## src/rtl/counter_ctrl_if.sv

```systemverilog
// counter_ctrl_if
//   Control/status bundle for counter_ctrl.
//   master (controller side) drives: start, stop, pause, mode, term_val, presc
//   master samples:                  q_counter, busy, paused, tc, done
//   slave  (counter_ctrl side) has the opposite directions.
interface counter_ctrl_if #(
  parameter int unsigned WIDTH   = 4,
  parameter int unsigned PRESC_W = 4
);
  logic               start;
  logic               stop;
  logic               pause;
  logic               mode;
  logic [WIDTH-1:0]   term_val;
  logic [PRESC_W-1:0] presc;
  logic [WIDTH-1:0]   q_counter;
  logic               busy;
  logic               paused;
  logic               tc;
  logic               done;

  modport master (
    output start, stop, pause, mode, term_val, presc,
    input  q_counter, busy, paused, tc, done
  );

  modport slave (
    input  start, stop, pause, mode, term_val, presc,
    output q_counter, busy, paused, tc, done
  );
endinterface

```

## src/rtl/counter_ctrl.sv

```systemverilog
// counter_ctrl
//   Programmable up-counter with one-shot / periodic modes, pause and abort.
//   A start request latches mode, terminal value and prescaler reload, then the
//   count advances once per tick from 0 up to the terminal value. In periodic
//   mode the count wraps to 0 on the terminal event; in one-shot mode it stops
//   at the terminal value in DONE.
//
// Ports
//   clock : single clock, rising edge
//   rst   : asynchronous active-low reset
//   bus   : counter_ctrl_if.slave
//             in : start, stop, pause, mode, term_val[WIDTH], presc[PRESC_W]
//             out: q_counter[WIDTH], busy, paused, tc (every terminal event),
//                  done (one-shot terminal event only); all registered
//
// Configuration
//   COUNTER_CTRL_PRESCALE_EN defined  : tick when prescaler reaches presc
//                                       (presc = 0 ticks every cycle).
//   COUNTER_CTRL_PRESCALE_EN undefined: no prescaler, tick every RUN cycle;
//                                       presc is accepted and ignored.
module counter_ctrl #(
  parameter int unsigned WIDTH   = 4,
  parameter int unsigned PRESC_W = 4
) (
  input logic           clock,
  input logic           rst,
  counter_ctrl_if.slave bus
);

  typedef enum logic [1:0] {
    S_IDLE  = 2'd0,
    S_RUN   = 2'd1,
    S_PAUSE = 2'd2,
    S_DONE  = 2'd3
  } state_t;

  state_t           state_r, state_n;
  logic [WIDTH-1:0] q_r, q_n;
  logic [WIDTH-1:0] term_r, term_n;
  logic             mode_r, mode_n;
  logic             busy_r, busy_n;
  logic             paused_r, paused_n;
  logic             tc_r, tc_n;
  logic             done_r, done_n;
  logic             tick;

`ifdef COUNTER_CTRL_PRESCALE_EN
  logic [PRESC_W-1:0] pcnt_r, pcnt_n;
  logic [PRESC_W-1:0] presc_r, presc_n;
`else
  logic presc_unused;
  assign presc_unused = ^bus.presc;
`endif

  // State and datapath registers
  always_ff @(posedge clock or negedge rst) begin
    if (!rst) begin
      state_r  <= S_IDLE;
      q_r      <= '0;
      term_r   <= '0;
      mode_r   <= 1'b0;
      busy_r   <= 1'b0;
      paused_r <= 1'b0;
      tc_r     <= 1'b0;
      done_r   <= 1'b0;
`ifdef COUNTER_CTRL_PRESCALE_EN
      pcnt_r   <= '0;
      presc_r  <= '0;
`endif
    end else begin
      state_r  <= state_n;
      q_r      <= q_n;
      term_r   <= term_n;
      mode_r   <= mode_n;
      busy_r   <= busy_n;
      paused_r <= paused_n;
      tc_r     <= tc_n;
      done_r   <= done_n;
`ifdef COUNTER_CTRL_PRESCALE_EN
      pcnt_r   <= pcnt_n;
      presc_r  <= presc_n;
`endif
    end
  end

  // Next-state and next-output logic. Priority is stop > pause > start.
  always_comb begin
    state_n = state_r;
    q_n     = q_r;
    term_n  = term_r;
    mode_n  = mode_r;
    tc_n    = 1'b0;
    done_n  = 1'b0;
    tick    = 1'b0;
`ifdef COUNTER_CTRL_PRESCALE_EN
    pcnt_n  = pcnt_r;
    presc_n = presc_r;
`endif

    if (bus.stop) begin
      state_n = S_IDLE;
      q_n     = '0;
`ifdef COUNTER_CTRL_PRESCALE_EN
      pcnt_n  = '0;
`endif
    end else begin
      unique case (state_r)
        S_IDLE, S_DONE: begin
          // pause is ignored here; DONE keeps q at term until restarted
          if (bus.start) begin
            state_n = S_RUN;
            q_n     = '0;
            term_n  = bus.term_val;
            mode_n  = bus.mode;
`ifdef COUNTER_CTRL_PRESCALE_EN
            pcnt_n  = '0;
            presc_n = bus.presc;
`endif
          end
        end

        S_RUN: begin
          if (bus.pause) begin
            // count and prescaler freeze; a tick due on this edge is dropped
            state_n = S_PAUSE;
          end else begin
`ifdef COUNTER_CTRL_PRESCALE_EN
            tick   = (pcnt_r == presc_r);
            pcnt_n = tick ? '0 : pcnt_r + PRESC_W'(1);
`else
            tick   = 1'b1;
`endif
            if (tick) begin
              if (q_r == term_r) begin
                tc_n = 1'b1;
                if (mode_r) begin
                  q_n = '0;
                end else begin
                  state_n = S_DONE;
                  done_n  = 1'b1;
                end
              end else begin
                q_n = q_r + WIDTH'(1);
              end
            end
          end
        end

        S_PAUSE: begin
          // the release edge only changes state; counting resumes after it
          if (!bus.pause) state_n = S_RUN;
        end

        default: state_n = S_IDLE;
      endcase
    end

    busy_n   = (state_n == S_RUN) || (state_n == S_PAUSE);
    paused_n = (state_n == S_PAUSE);
  end

  assign bus.q_counter = q_r;
  assign bus.busy      = busy_r;
  assign bus.paused    = paused_r;
  assign bus.tc        = tc_r;
  assign bus.done      = done_r;

endmodule
```

## src/flat_wrapper.sv

```systemverilog
// flat-port wrapper written by rule: the top's interface ports become plain ports
module counter_ctrl_flat 
#(
  parameter int unsigned WIDTH   = 4,
  parameter int unsigned PRESC_W = 4
)
  (clock, rst, bus_start, bus_stop, bus_pause, bus_mode, bus_term_val, bus_presc, bus_q_counter, bus_busy, bus_paused, bus_tc, bus_done);
  counter_ctrl_if #(.WIDTH(WIDTH), .PRESC_W(PRESC_W)) bus_i ();
  input logic clock;
  input logic rst;
  input wire logic [$bits(bus_i.start)-1:0] bus_start;
  input wire logic [$bits(bus_i.stop)-1:0] bus_stop;
  input wire logic [$bits(bus_i.pause)-1:0] bus_pause;
  input wire logic [$bits(bus_i.mode)-1:0] bus_mode;
  input wire logic [$bits(bus_i.term_val)-1:0] bus_term_val;
  input wire logic [$bits(bus_i.presc)-1:0] bus_presc;
  output wire logic [$bits(bus_i.q_counter)-1:0] bus_q_counter;
  output wire logic [$bits(bus_i.busy)-1:0] bus_busy;
  output wire logic [$bits(bus_i.paused)-1:0] bus_paused;
  output wire logic [$bits(bus_i.tc)-1:0] bus_tc;
  output wire logic [$bits(bus_i.done)-1:0] bus_done;
  assign bus_i.start = bus_start;
  assign bus_i.stop = bus_stop;
  assign bus_i.pause = bus_pause;
  assign bus_i.mode = bus_mode;
  assign bus_i.term_val = bus_term_val;
  assign bus_i.presc = bus_presc;
  assign bus_q_counter = bus_i.q_counter;
  assign bus_busy = bus_i.busy;
  assign bus_paused = bus_i.paused;
  assign bus_tc = bus_i.tc;
  assign bus_done = bus_i.done;
  counter_ctrl #(.WIDTH(WIDTH), .PRESC_W(PRESC_W)) u_core (.clock(clock), .rst(rst), .bus(bus_i));
endmodule
```

## config.mk

```make
export PLATFORM = sky130hd
export DESIGN_NAME = counter_ctrl_flat
export DESIGN_NICKNAME = d
export VERILOG_FILES = /design/src/rtl/counter_ctrl_if.sv /design/src/rtl/counter_ctrl.sv /design/src/flat_wrapper.sv
export SDC_FILE = /design/constraint.sdc
export NUM_CORES = 1
export LEC_CHECK = 0
export ABC_AREA = 1
export BUFFER_PORTS_ARGS = -buffer_cell sky130_fd_sc_hd__buf_4
export CORE_MARGIN = 4
export CORE_UTILIZATION = 50
export DETAILED_ROUTE_END_ITERATION = 7
export PLACE_DENSITY = 0.76
export SLEW_MARGIN = 30
export SYNTH_ARGS = -nofsm -noshare
export SYNTH_HDL_FRONTEND = slang
export SYNTH_SLANG_ARGS = --single-unit
```

## constraint.sdc

```tcl
create_clock -name clock -period 5.3 [get_ports clock]
set_clock_uncertainty 0.15 [all_clocks]
set_input_delay 0 -clock clock [delete_from_list [all_inputs] [get_ports clock]]
set_output_delay 0 -clock clock [all_outputs]
set_load 0.03 [all_outputs]
```

# After elaboration in Yosys (flattened, before gate mapping)
# Index checks and enable logic that the tools add are counted.
totals:
  inputBits: 14
  output_inout_bits: 8
  word_cells: 47
  reg_bits: 15
classes:
  n_mux: 22
  n_eq_ne: 9
  add_sub_neg: 1
  n_reduce_logical: 6
  n_bitwise: 1
ops:
  columns: ["cell", "n"]
  rows:
  - ["$mux W4", 5]
  - ["$mux W2", 6]
  - ["$mux W1", 9]
  - ["$pmux W4 S2", 1]
  - ["$eq A2 B2 Y1 const B", 3]
  - ["$ne A3 B3 Y1 const B", 2]
  - ["$pmux W2 S3", 1]
  - ["$add A4 B1 Y4 const B", 1]
  - ["$eq A2 B1 Y1 const B", 2]
  - ["$eq A4 B4 Y1", 1]
  - ["$ne A4 B3 Y1 const B", 1]
  - ["$reduce_and A4 Y1", 1]
  - ["$reduce_and A3 Y1", 1]
  - ["$reduce_bool A3 Y1", 1]
  - ["$logic_not A2 Y1", 1]
  - ["$reduce_or A2 Y1", 1]
  - ["$logic_or A1 B1 Y1", 1]
  - ["$not A1 Y1", 1]

# Depth between registers and ports, before layout
# Gate-level depths: netlist (run 1).
depth:
  word_depth: 7
  ltp_mapped: 11
  ltp_nobuf: 11

# Least setup slack after synthesis (run 1)
# OpenSTA, ideal clock, no wires.
synth_path:
  path_kind: "register to register"
  startpoint: "reg u_core.q_r[3], in the netlist u_core.bus.q_counter[3]"
  endpoint: "reg u_core.busy_r, in the netlist u_core.bus.busy"
  stages_incl_launch_ff: 12
  path_slack_ps: 3577
  required_ps: 5037
  arrival_time_ps: 1460
  path_buffers: 0
  synth_period_minus_slack_ps: 1723
  setup_time_ps: 113
  path_cell_list: "dfrtp_1 > inv_2 > nand2_1 > nand2_1 > nor2_2 > nand3_2 > nand2_1 > nand2_1 > nand2_1 > nand2_2 > ha_1 > inv_1"
synth_between:
  elab_chain_len: 7
  word_cells_on_any_way: 8
  classes_between: "eq/ne: 3; mux: 4; reduce/logical: 1"
synth_rtl:
  columns: ["item", "line_no", "source"]
  rows:
  - ["start: declaration", "counter_ctrl.sv:38", "logic [WIDTH-1:0] q_r, q_n;"]
  - ["start signal: assignment", "counter_ctrl.sv:72", "q_r <= q_n;"]
  - ["$eq A4 B4 Y1 (*)", "counter_ctrl.sv:134", "if (q_r == term_r) begin"]
  - ["$mux W2 (*)", "counter_ctrl.sv:134", null]
  - ["$mux W2 (*)", "counter_ctrl.sv:123", "if (bus.pause) begin"]
  - ["$pmux W2 S3 (*)", "counter_ctrl.sv:107", "unique case (state_r)"]
  - ["$mux W2 (*)", "counter_ctrl.sv:100", "if (bus.stop) begin"]
  - ["$eq A2 B1 Y1 or $eq A2 B2 Y1 (tied branches)", "counter_ctrl.sv:158", "busy_n = (state_n == S_RUN) || (state_n == S_PAUSE);"]
  - ["$logic_or A1 B1 Y1 (*)", "counter_ctrl.sv:158", null]
  - ["named net u_core.busy_n", "counter_ctrl.sv:41", "logic busy_r, busy_n;"]
  - ["end signal: assignment", "counter_ctrl.sv:75", "busy_r <= busy_n;"]
  - ["end: declaration", "counter_ctrl.sv:41", null]
# The timed path passes the listed nets; every way through them passes the cells marked *.
# A chain may end at the register's enable or synchronous reset.

# Worst setup path in the final report (run 1)
layout_path:
  startpoint: "reg u_core.state_r[0]"
  endpoint: "reg u_core.state_r[0]"
layout_between:
  elab_chain_len: 5
  word_cells_on_any_way: 12
  classes_between: "eq/ne: 3; mux: 7; reduce/logical: 2"
layout_rtl:
  columns: ["item", "line_no", "source"]
  rows:
  - ["start: declaration", "counter_ctrl.sv:37", "state_t state_r, state_n;"]
  - ["start signal: assignment", "counter_ctrl.sv:71", "state_r <= state_n;"]
  - ["$mux W2", "counter_ctrl.sv:136", "if (mode_r) begin"]
  - ["$mux W2", "counter_ctrl.sv:134", null]
  - ["$mux W2", "counter_ctrl.sv:123", null]
  - ["$pmux W2 S3 (*)", "counter_ctrl.sv:107", null]
  - ["$mux W2 (*)", "counter_ctrl.sv:100", null]
  - ["named net u_core.state_n[0]", "counter_ctrl.sv:37", null]
# Marks and branches as above.

==> results.cfg, run 1 <==
[outcome]
status = finished, final reports clean

[timing]
slew-limit-headroom = 0.544
final_critical_path_setup_slack_ns = 2.80
worst_tran_pin_value_ns = 0.681
timing.final.hold_violations = 0
unrepaired_setup_endpoints_after_global_routing = false
setup_viol = 0
timing.final.crit_period_ns = 2.50
worst_hold_slack_ns = 0.337
finalCritPeriodShare = 0.472
drv_slew = 0
tns_ns = 0
achievable-frequency_mhz = 400

[route]
detailroute.via_count = 847
first_iter_violations = 24
drc = 0
route.detailed.wl_per_inst_microns = 12.7
remaining_antenna_violation_count_after_routing = 0
wl_microns = 2060
detail_route.first_pass.iterations = 4
viasPerCell = 5.23

[placement]
placedCellCount = 146
port_buffers = 17
hpwlAfterDp_microns = 1350
gp_routability_congestion = 0.729
detailedPlace.worstSlack_ns = 3.45

[die]
die-area_sq_mm = 0.00243
design.core.area_sq_mm = 0.00156
initial_core_util = 0.547
top_level_ports = 22
num_rows = 14
die_width_microns = 49.3
fp.dieH_microns = 49.3

[yosys]
ys.warnings.count = 0
synth_top_family_by_area = simple AND/OR/NAND/NOR gates
adder_and_majority_gate_portion_of_the_synthesized_area = 0.0587
post_synth_xor_area_fraction = 0.0205
ys_seq_area_frac = 0.440
synthesis.area_per_instance_sq_um = 7.49
synth.lib_cells_used.distinct = 17
ys_seq_elements = 15
yosys.area_share.simple = 0.312
netlist_instances = 114
mappedNetlistNets = 132
syn-cell-area_sq_um = 853
post_synth_mux_area_share = 0
synth-compound-area-share = 0.0792

[power]
internal-power_w = 0.000189
leakage_power_total_nw = 0.615
max-vdd-ir-drop_uv = 187
switching_power_as_a_share_of_total_power = 0.346
power_density_mw_per_mm2 = 253
power.sequential.fraction = 0.463
share_comb_of_total_power = 0.292
power.net_switching_w = 0.000100
share_clk_of_total_power = 0.245

[critical_path]
cp_data_required_time_ns = 5.40
crit_path_end_kind = flip-flop
worst_ep_arrival_time_ns = 2.60
worstSetupEndpoint = u_core.state_r[0]$_DFF_PN0_
r2r_setup_slack_ns = 2.80
rr_endpoint = u_core.state_r[0]$_DFF_PN0_
ff2ff_path_depth = 7
timing.critical_path.from = u_core.state_r[0]$_DFF_PN0_
timing.rr.start = u_core.state_r[0]$_DFF_PN0_
timing.critical_path.from_type = flip-flop
critical_path_class = reg -> reg
worst-path-max-fanout = 7

[flow_run]
number_of_max_cap_violations = 0

[clock_tree]
cts_resized = 0
max_h_tree_level = 1
tritoncts = done
cts_max_path_buffers = 2
worst_skew_pair.late_latency_ns = 0.30
cts_hold_fix_bufs = 12
clk_transition_reported_paths_ns = 0.10
clock_sinks = 15
cts_root_buffer = sky130_fd_sc_hd__clkbuf_4
postCtsSetupBuffers = 0
num_cts_buffers = 3

[global_routing]
grt.total_usage = 0.190
grt_max_degree = 16
antenna_found_initial = 0
grt_pass1_vias = 859
global_route.overflow_total = 0
grt_first_pass_wirelength_microns = 3480

[final_layout]
layout_commonest_cell = sky130_fd_sc_hd__nand2_1
layout.nets = 165
drive_gt1_frac = 0.212
antenna_cells = 0
area_growth_pct = 33.9
final-instance-count-excl-fill = 162
layout_common_cells = 28 x sky130_fd_sc_hd__nand2_1, 17 x sky130_fd_sc_hd__buf_4, 15 x sky130_fd_sc_hd__inv_1, 15 x sky130_fd_sc_hd__dfrtp_1, 14 x sky130_fd_sc_hd__nor2_1

[min_path]
class_of_the_tightest_hold_or_removal_check = in -> reg
[synth_stat cells, drive strengths merged]
library cell / count / share of area
ha: 4 / 0.059
nand4: 1 / 0.0073
o21ai: 2 / 0.012
xor2: 2 / 0.021
o31ai: 1 / 0.0088
nor2: 16 / 0.082
dfrtp: 15 / 0.44
clkbuf: 1 / 0.0059
nand3: 11 / 0.070
inv: 19 / 0.084
a21oi: 10 / 0.059
nand2: 32 / 0.15
[power by group through the flow]
| stage | Sequential (W) | Clock [W] | Combinational (W) |
|---|---|---|---|
| CTS | 0.000134 | 0.0000691 | 0.0000836 |
| floorplan | 0.000140 | 0 | 0.0000474 |
| finish | 0.000134 | 0.0000709 | 0.0000845 |
| detailed placement | 0.000136 | 0 | 0.0000747 |
| global route | 0.000135 | 0.0000789 | 0.0000939 |
| global placement | 0.000135 | 0 | 0.0000713 |
[metrics by stage]
step            util  cell area (sq um)  power (W)
2_1_floorplan      -                853   0.000187
3_3_place_gp   0.639                996   0.000207
3_5_place_dp   0.639                996   0.000211
4_1_cts        0.733               1140   0.000287
5_1_grt        0.733               1140   0.000308
6_report       0.733               1140   0.000289
[state kept, by name, indices dropped and copies added, names as in the netlist]
signal / cells
u_core.term_r: 4
u_core.state_r: 2
u_core.bus.busy: 1
u_core.bus.q_counter: 4
u_core.bus.paused: 1
u_core.mode_r: 1
u_core.bus.tc: 1
u_core.bus.done: 1
[per-layer routing]
layer,up-vias,GRT usage,share of wire
met1,390,0.211,0.42
met4,0,0.0853,0.022
met3,7,0.0489,0.062
li1,420,-,-
met5,-,0,0
met2,30,0.335,0.50
[cell families (layout without fill, tap and decap cells)]
kind of cell	after synthesis	in the layout
AND/OR/NAND/NOR	60	60
buffers and inverters	20	52
flip-flops	15	15
AO/OA/AOI/OAI	13	13
adder cells (fa/ha/maj)	4	4
XOR/XNOR	2	2
[area by class of cell]
| type | count | area (sq um) |
|---|---|---|
| Tap cell | 16 | 20.0 |
| Multi-Input combinational cell | 79 | 402 |
| Sequential cell | 15 | 375 |
| Timing Repair Buffer | 29 | 248 |
| Fill cell | 126 | 417 |
| Clock buffer | 4 | 26.3 |
| Inverter | 19 | 71.3 |
[worst min-delay path by stage]
stage / from / endpoint / cells after the start
after floorplan: rst / u_core.bus.busy$_DFF_PN0_ / 0
after CTS: bus_mode / u_core.mode_r$_DFFE_PN0P_ / 4
after global routing: bus_mode / u_core.mode_r$_DFFE_PN0P_ / 4
final: bus_mode / u_core.mode_r$_DFFE_PN0P_ / 4
after global placement: rst / u_core.bus.tc$_DFF_PN0_ / 1
after detailed placement: rst / u_core.bus.done$_DFF_PN0_ / 1
[critical path, cell delays in order, from the launching register on]
cell	delay, ns
sky130_fd_sc_hd__dfrtp_1	0.40
sky130_fd_sc_hd__inv_1	0.09
sky130_fd_sc_hd__ha_1	0.40
sky130_fd_sc_hd__a21oi_1	0.16
sky130_fd_sc_hd__dlygate4sd3_1	0.58
sky130_fd_sc_hd__nand2_2	0.06
sky130_fd_sc_hd__dlygate4sd3_1	0.57
sky130_fd_sc_hd__inv_2	0.05
Power figures use the tool's default switching activity.
==> inputs of run 2 (changes only) <==
- clock period: 5.3 -> 2.5 ns (I/O delays scaled with it)
==> run 2 against run 1 <==
  * Non-clock buffer count decreased by 1
  * Die area did not move
  * Critical path depth unchanged
  * Combinational power increased by 110%
  * Flip-flop and latch count unchanged
  * Register-to-register slack got worse by 2.3 ns
  * Global-route usage decreased by 2.0 points
  * Highest routed layer unchanged
==> results.cfg, run 2 (synthesis results as in run 1) <==
[outcome]
status = finished, final reports clean

[power]
switching_power_as_a_share_of_total_power = 0.336
share_comb_of_total_power = 0.293
power.net_switching_w = 0.000202
power_density_mw_per_mm2 = 531
max-vdd-ir-drop_uv = 380
leakage_power_total_nw = 0.610
internal-power_w = 0.000399
power.sequential.fraction = 0.473
share_clk_of_total_power = 0.235

[route]
detail_route.first_pass.iterations = 4
remaining_antenna_violation_count_after_routing = 0
dr_wl_met3_microns = 81
routed_wire_length_on_met2_microns = 958
detailed_routing_wirelength_on_met1_microns = 840
wl_microns = 1910
first_iter_violations = 21
route.detailed.wl_per_inst_microns = 11.9
dr_top_layer = met4
viasPerCell = 5.01
drc = 0
detailroute.via_count = 806

[clock_tree]
clock_sinks = 15
clk_transition_reported_paths_ns = 0.09
worst_skew_pair.late_latency_ns = 0.29
max_h_tree_level = 1
cts_resized = 0
num_cts_buffers = 3
cts_max_path_buffers = 2
tritoncts = done
cts_hold_fix_bufs = 11
cts_root_buffer = sky130_fd_sc_hd__clkbuf_4
postCtsSetupBuffers = 0

[timing]
achievable-frequency_mhz = 497
tns_ns = 0
finalCritPeriodShare = 0.805
drv_slew = 0
setup_viol = 0
timing.final.hold_violations = 0
unrepaired_setup_endpoints_after_global_routing = false
worst_hold_slack_ns = 0.359
final_critical_path_setup_slack_ns = 0.487
worst_tran_pin_value_ns = 0.665
slew-limit-headroom = 0.555
timing.final.crit_period_ns = 2.01

[critical_path]
rr_endpoint = u_core.state_r[0]$_DFF_PN0_
ff2ff_path_depth = 7
worst-path-max-fanout = 7
timing.rr.start = u_core.state_r[0]$_DFF_PN0_
r2r_setup_slack_ns = 0.49
worstSetupEndpoint = u_core.state_r[0]$_DFF_PN0_
timing.critical_path.from_type = flip-flop
crit_path_end_kind = flip-flop
timing.critical_path.from = u_core.state_r[0]$_DFF_PN0_
critical_path_class = reg -> reg
worst_ep_arrival_time_ns = 2.05
cp_data_required_time_ns = 2.54

[global_routing]
grt.total_usage = 0.170
global_route.overflow_total = 0
grt_first_pass_wirelength_microns = 3300
grt_max_degree = 16
grt_pass1_vias = 808
antenna_found_initial = 0

[min_path]
class_of_the_tightest_hold_or_removal_check = in -> reg

[placement]
port_buffers = 17
hpwlAfterDp_microns = 1330
detailedPlace.worstSlack_ns = 0.668
placedCellCount = 146
gp_routability_congestion = 0.733

[die]
die-area_sq_mm = 0.00243
die_width_microns = 49.3
fp.dieH_microns = 49.3
design.core.area_sq_mm = 0.00156
num_rows = 14
top_level_ports = 22
initial_core_util = 0.547

[final_layout]
final_core_utilization = 0.726
multi_input_comb_area_sq_um = 402
layout.nets = 164
layout_commonest_cell = sky130_fd_sc_hd__nand2_1
regArea_sq_um = 375
final-instance-count-excl-fill = 161
drive_gt1_frac = 0.214
area_growth_pct = 32.7
antenna_cells = 0
layout_common_cells = 28 x sky130_fd_sc_hd__nand2_1, 17 x sky130_fd_sc_hd__buf_4, 15 x sky130_fd_sc_hd__inv_1, 15 x sky130_fd_sc_hd__dfrtp_1, 14 x sky130_fd_sc_hd__nor2_1
fillers = 124

[flow_run]
number_of_max_cap_violations = 0
==> run 2: worst min path at each step <==
stage,endpoint,cells past startpoint,from
6_report,u_core.term_r[0]$_DFFE_PN0P_,4,bus_term_val[0]
5_1_grt,u_core.term_r[0]$_DFFE_PN0P_,4,bus_term_val[0]
4_1_cts,u_core.term_r[1]$_DFFE_PN0P_,4,bus_term_val[1]
3_5_place_dp,u_core.bus.done$_DFF_PN0_,1,rst
3_3_place_gp,u_core.bus.tc$_DFF_PN0_,1,rst
2_1_floorplan,u_core.bus.busy$_DFF_PN0_,0,rst
==> run 2: layout make-up <==
type | instances | share of cell area
Clock buffer | 4 | 0.0232
Sequential cell | 15 | 0.331
Multi-Input combinational cell | 79 | 0.355
Timing Repair Buffer | 28 | 0.210
Inverter | 19 | 0.0630
Tap cell | 16 | 0.0177
==> run 2: power groups by stage <==
stage	clock network, W	registers (W)	logic, W
2_1_floorplan	0	0.000296	0.000101
3_3_place_gp	0	0.000287	0.000151
3_5_place_dp	0	0.000289	0.000159
4_1_cts	0.000141	0.000284	0.000175
5_1_grt	0.000153	0.000288	0.000197
6_report	0.000141	0.000284	0.000176
==> run 2: stage by stage <==
| stage | power (W) | area, sq um |
|---|---|---|
| after floorplan | 0.000397 | 853 |
| after global placement | 0.000438 | 996 |
| after detailed placement | 0.000447 | 996 |
| after CTS | 0.000600 | 1130 |
| after global routing | 0.000638 | 1130 |
| final | 0.000601 | 1130 |
==> run 2: per-layer routing <==
| layer | up-vias | track usage |
|---|---|---|
| li1 | 414 | - |
| met1 | 369 | 0.207 |
| met2 | 18 | 0.306 |
| met3 | 5 | 0.0214 |
| met4 | 0 | 0.0569 |
| met5 | - | 0 |
==> run 2: critical path: stages (launching register included) <==
cell and delay [ns]:
sky130_fd_sc_hd__dfrtp_1 0.39, sky130_fd_sc_hd__inv_1 0.08, sky130_fd_sc_hd__ha_1 0.39, sky130_fd_sc_hd__a21oi_1 0.15, sky130_fd_sc_hd__nand2_1 0.09, sky130_fd_sc_hd__nand2_2 0.07, sky130_fd_sc_hd__dlygate4sd3_1 0.57, sky130_fd_sc_hd__inv_2 0.03
==> inputs of run 3 (changes only) <==
- ABC_AREA: 1 -> 0
- CORE_UTILIZATION: 50 -> 49
- clock period: 2.5 -> 1.9 ns (I/O delays scaled with it)
==> run 3 against run 2 <==
  * Flip-flop and latch count unchanged
  * Sequential share of layout area grew 0.26 points
  * Clock power increased by 38%
  * Core utilization up 2.0 points
  * Wire length down 11%
  * Highest routed layer unchanged
  * Largest power group is now combinational cells
  * Non-clock buffer count grew 5
  * Worst hold slack lost 0.22 ns
  * Fmax increased by 9.5%
==> results.cfg, run 3 <==
[final_layout]
area_growth_pct = 43.9
layout_common_cells = 24 x sky130_fd_sc_hd__buf_4, 15 x sky130_fd_sc_hd__dfrtp_1, 9 x sky130_fd_sc_hd__dlygate4sd3_1
layout.nets = 122
drive_gt1_frac = 0.427
layout_commonest_cell = sky130_fd_sc_hd__buf_4
antenna_cells = 0
fillers = 108
regArea_sq_um = 375
multi_input_comb_area_sq_um = 419
final_core_utilization = 0.746

[critical_path]
timing.critical_path.mode_cell = sky130_fd_sc_hd__inv_1
ff2ff_path_depth = 7
rr_endpoint = u_core.bus.busy$_DFF_PN0_
cp_data_required_time_ns = 1.95
timing.critical_path.from_type = flip-flop
timing.critical_path.slowest_stage_cell = sky130_fd_sc_hd__dfrtp_1
critical_path_class = reg -> reg
worst-path-max-fanout = 4
worst_ep_arrival_time_ns = 1.89
crit_path_end_kind = flip-flop
timing.critical_path.cells = inv_1 > ha_4 > and2b_2 > a21oi_2 > o311ai_1 > ha_1 > inv_1
timing.rr.start = u_core.state_r[0]$_DFF_PN0_
slowest_delay_ns = 0.38
r2r_setup_slack_ns = 0.06

[global_routing]
grt.total_usage = 0.166
grt_max_degree = 16
grt_pass1_vias = 588
global_route.overflow_total = 0
antenna_found_initial = 0
grt_first_pass_wirelength_microns = 2530

[power]
share_comb_of_total_power = 0.435
power_density_mw_per_mm2 = 1010
leakage_power_total_nw = 0.557
internal-power_w = 0.000734
max-vdd-ir-drop_uv = 780
switching_power_as_a_share_of_total_power = 0.354
power.net_switching_w = 0.000402
share_clk_of_total_power = 0.171
power.sequential.fraction = 0.394

[die]
die_width_microns = 47.9
die-area_sq_mm = 0.00230
design.core.area_sq_mm = 0.00151
num_rows = 14
top_level_ports = 22
fp.dieH_microns = 47.9
initial_core_util = 0.518

[route]
remaining_antenna_violation_count_after_routing = 0
detail_route.first_pass.iterations = 3
detailroute.via_count = 627
route.detailed.wl_per_inst_microns = 14.3
viasPerCell = 5.27
first_iter_violations = 6
drc = 0
wl_microns = 1700

[clock_tree]
num_cts_buffers = 3
tritoncts = done
cts_max_path_buffers = 2
max_h_tree_level = 1
cts_root_buffer = sky130_fd_sc_hd__clkbuf_4
postCtsSetupBuffers = 0
clk_transition_reported_paths_ns = 0.09
clock_sinks = 15
worst_skew_pair.late_latency_ns = 0.30

[yosys]
post_synth_edffs = 0
fraction_of_registers_with_async_set_reset = 1.00
syn-cell-area_sq_um = 781
netlist_instances = 66
mappedNetlistNets = 84
synth_top_cell_area_share = 0.481
ys_seq_elements = 15
post-synth-top-area-cell = sky130_fd_sc_hd__dfrtp_1
ys.warnings.count = 0
ys_seq_area_frac = 0.481
synth_top_flop_cell = sky130_fd_sc_hd__dfrtp_1
synth_top_cells_by_count = 15 x sky130_fd_sc_hd__dfrtp_1, 6 x sky130_fd_sc_hd__mux2_2, 5 x sky130_fd_sc_hd__nor2_1, 5 x sky130_fd_sc_hd__xnor2_1
synth.lib_cells_used.distinct = 27
synthesis.area_per_instance_sq_um = 11.8
post-synth-top-count-cell = sky130_fd_sc_hd__dfrtp_1
synth.top_cells.by_area = sky130_fd_sc_hd__dfrtp_1 48%, sky130_fd_sc_hd__mux2_2 8.7%, sky130_fd_sc_hd__ha_1 6.4%, sky130_fd_sc_hd__xnor2_1 5.6%, sky130_fd_sc_hd__nand2b_1 3.2%

[timing]
timing.final.crit_period_ns = 1.84
finalCritPeriodShare = 0.968
timing.final.hold_violations = 0
setup_viol = 0
worst_tran_pin_value_ns = 0.659
drv_slew = 0
tns_ns = 0
achievable-frequency_mhz = 544
slew-limit-headroom = 0.559

[min_path]
min_path_cells = 4
worst_hold_path.endpoint = u_core.state_r[0]$_DFF_PN0_
class_of_the_tightest_hold_or_removal_check = in -> reg
hp-start = bus_start

[outcome]
status = finished, final reports clean

[flow_run]
number_of_max_cap_violations = 0

[placement]
gp_routability_congestion = 0.780
hpwlAfterDp_microns = 1150
port_buffers = 17
[run 3: cell types whose count changed after synthesis, sizes merged, moves of 6 or more]
| cell | previous run | this run |
|---|---|---|
| nand2 | 32 | 0 |
| mux2 | 0 | 6 |
| inv | 19 | 3 |
| a21oi | 10 | 3 |
| nand3 | 11 | 1 |
| nor2 | 16 | 6 |
[run 3: worst max-delay path: cells and delay by family (launching register included)]
family | cells | cell delay (ns)
simple gates | 1 | 0.23
flops | 1 | 0.38
buf+inv | 2 | 0.17
fa+ha+maj | 2 | 0.52
compound gates | 2 | 0.29
[run 3: how the worst max path moves through the flow]
stage,start,endpoint,slack [ns],depth (start not counted)
2_1_floorplan,u_core.bus.q_counter[2]$_DFFE_PN0P_,u_core.bus.busy$_DFF_PN0_,0.04,6
3_3_place_gp,u_core.state_r[0]$_DFF_PN0_,u_core.bus.busy$_DFF_PN0_,0.07,7
3_5_place_dp,u_core.state_r[0]$_DFF_PN0_,u_core.bus.busy$_DFF_PN0_,0.07,7
4_1_cts,u_core.state_r[0]$_DFF_PN0_,u_core.bus.busy$_DFF_PN0_,0.05,7
5_1_grt,u_core.term_r[1]$_DFFE_PN0P_,u_core.bus.busy$_DFF_PN0_,-0.04,6
6_report,u_core.state_r[0]$_DFF_PN0_,u_core.bus.busy$_DFF_PN0_,0.06,7
[run 3: routing by layer]
layer,global-route usage,share of wire,up-vias
li1,-,-,308
met1,0.212,0.44,304
met2,0.259,0.50,13
met3,0.0338,0.039,2
met4,0.0968,0.017,0
met5,0,0,-
[run 3: power groups by stage]
stage | Clock (W) | Sequential, W | Combinational (W)
2_1_floorplan | 0 | 0.000472 | 0.000276
3_3_place_gp | 0 | 0.000443 | 0.000438
3_5_place_dp | 0 | 0.000448 | 0.000452
4_1_cts | 0.000200 | 0.000442 | 0.000467
5_1_grt | 0.000221 | 0.000456 | 0.000550
6_report | 0.000194 | 0.000448 | 0.000495
[run 3: cells by family (layout without fill, tap and decap cells)]
group,count (synthesis),count (layout),share of synthesized area
xor+xnor,5,5,0.0561
fa+ha+maj,4,4,0.0641
flops,15,15,0.481
buf+inv,3,40,0.0144
mux,6,6,0.0865
compound gates,13,13,0.131
simple gates,20,20,0.167
[run 3: cell type report]
type | instances | share of cell area
multi-input cells | 48 | 0.373
flip-flops and latches | 15 | 0.334
repair buffers | 33 | 0.241
clock buffers | 3 | 0.0200
well taps | 16 | 0.0178
inverters | 3 | 0.0100
clock inverters | 1 | 0.00445
[run 3: what timing repair did]
action | CTS | global route
resized for setup | 0 | 4
hold buffers | 9 | 0
endpoints found under the setup margin | 0 | 1
hold endpoints to repair | 26 | 0
[run 3: metrics by stage]
stage | setup WS [ns] | hold WS [ns] | std cells | power (W) | cell area, sq um
finish | 0.0611 | 0.136 | 119 | 0.00114 | 1120
global route | -0.0361 | 0.143 | 119 | 0.00123 | 1120
detailed placement | 0.0722 | -0.284 | 106 | 0.000899 | 981
CTS | 0.0531 | 0.128 | 119 | 0.00111 | 1100
floorplan | 0.0449 | -0.446 | 66 | 0.000748 | 781
global placement | 0.0712 | -0.288 | 106 | 0.000881 | 981
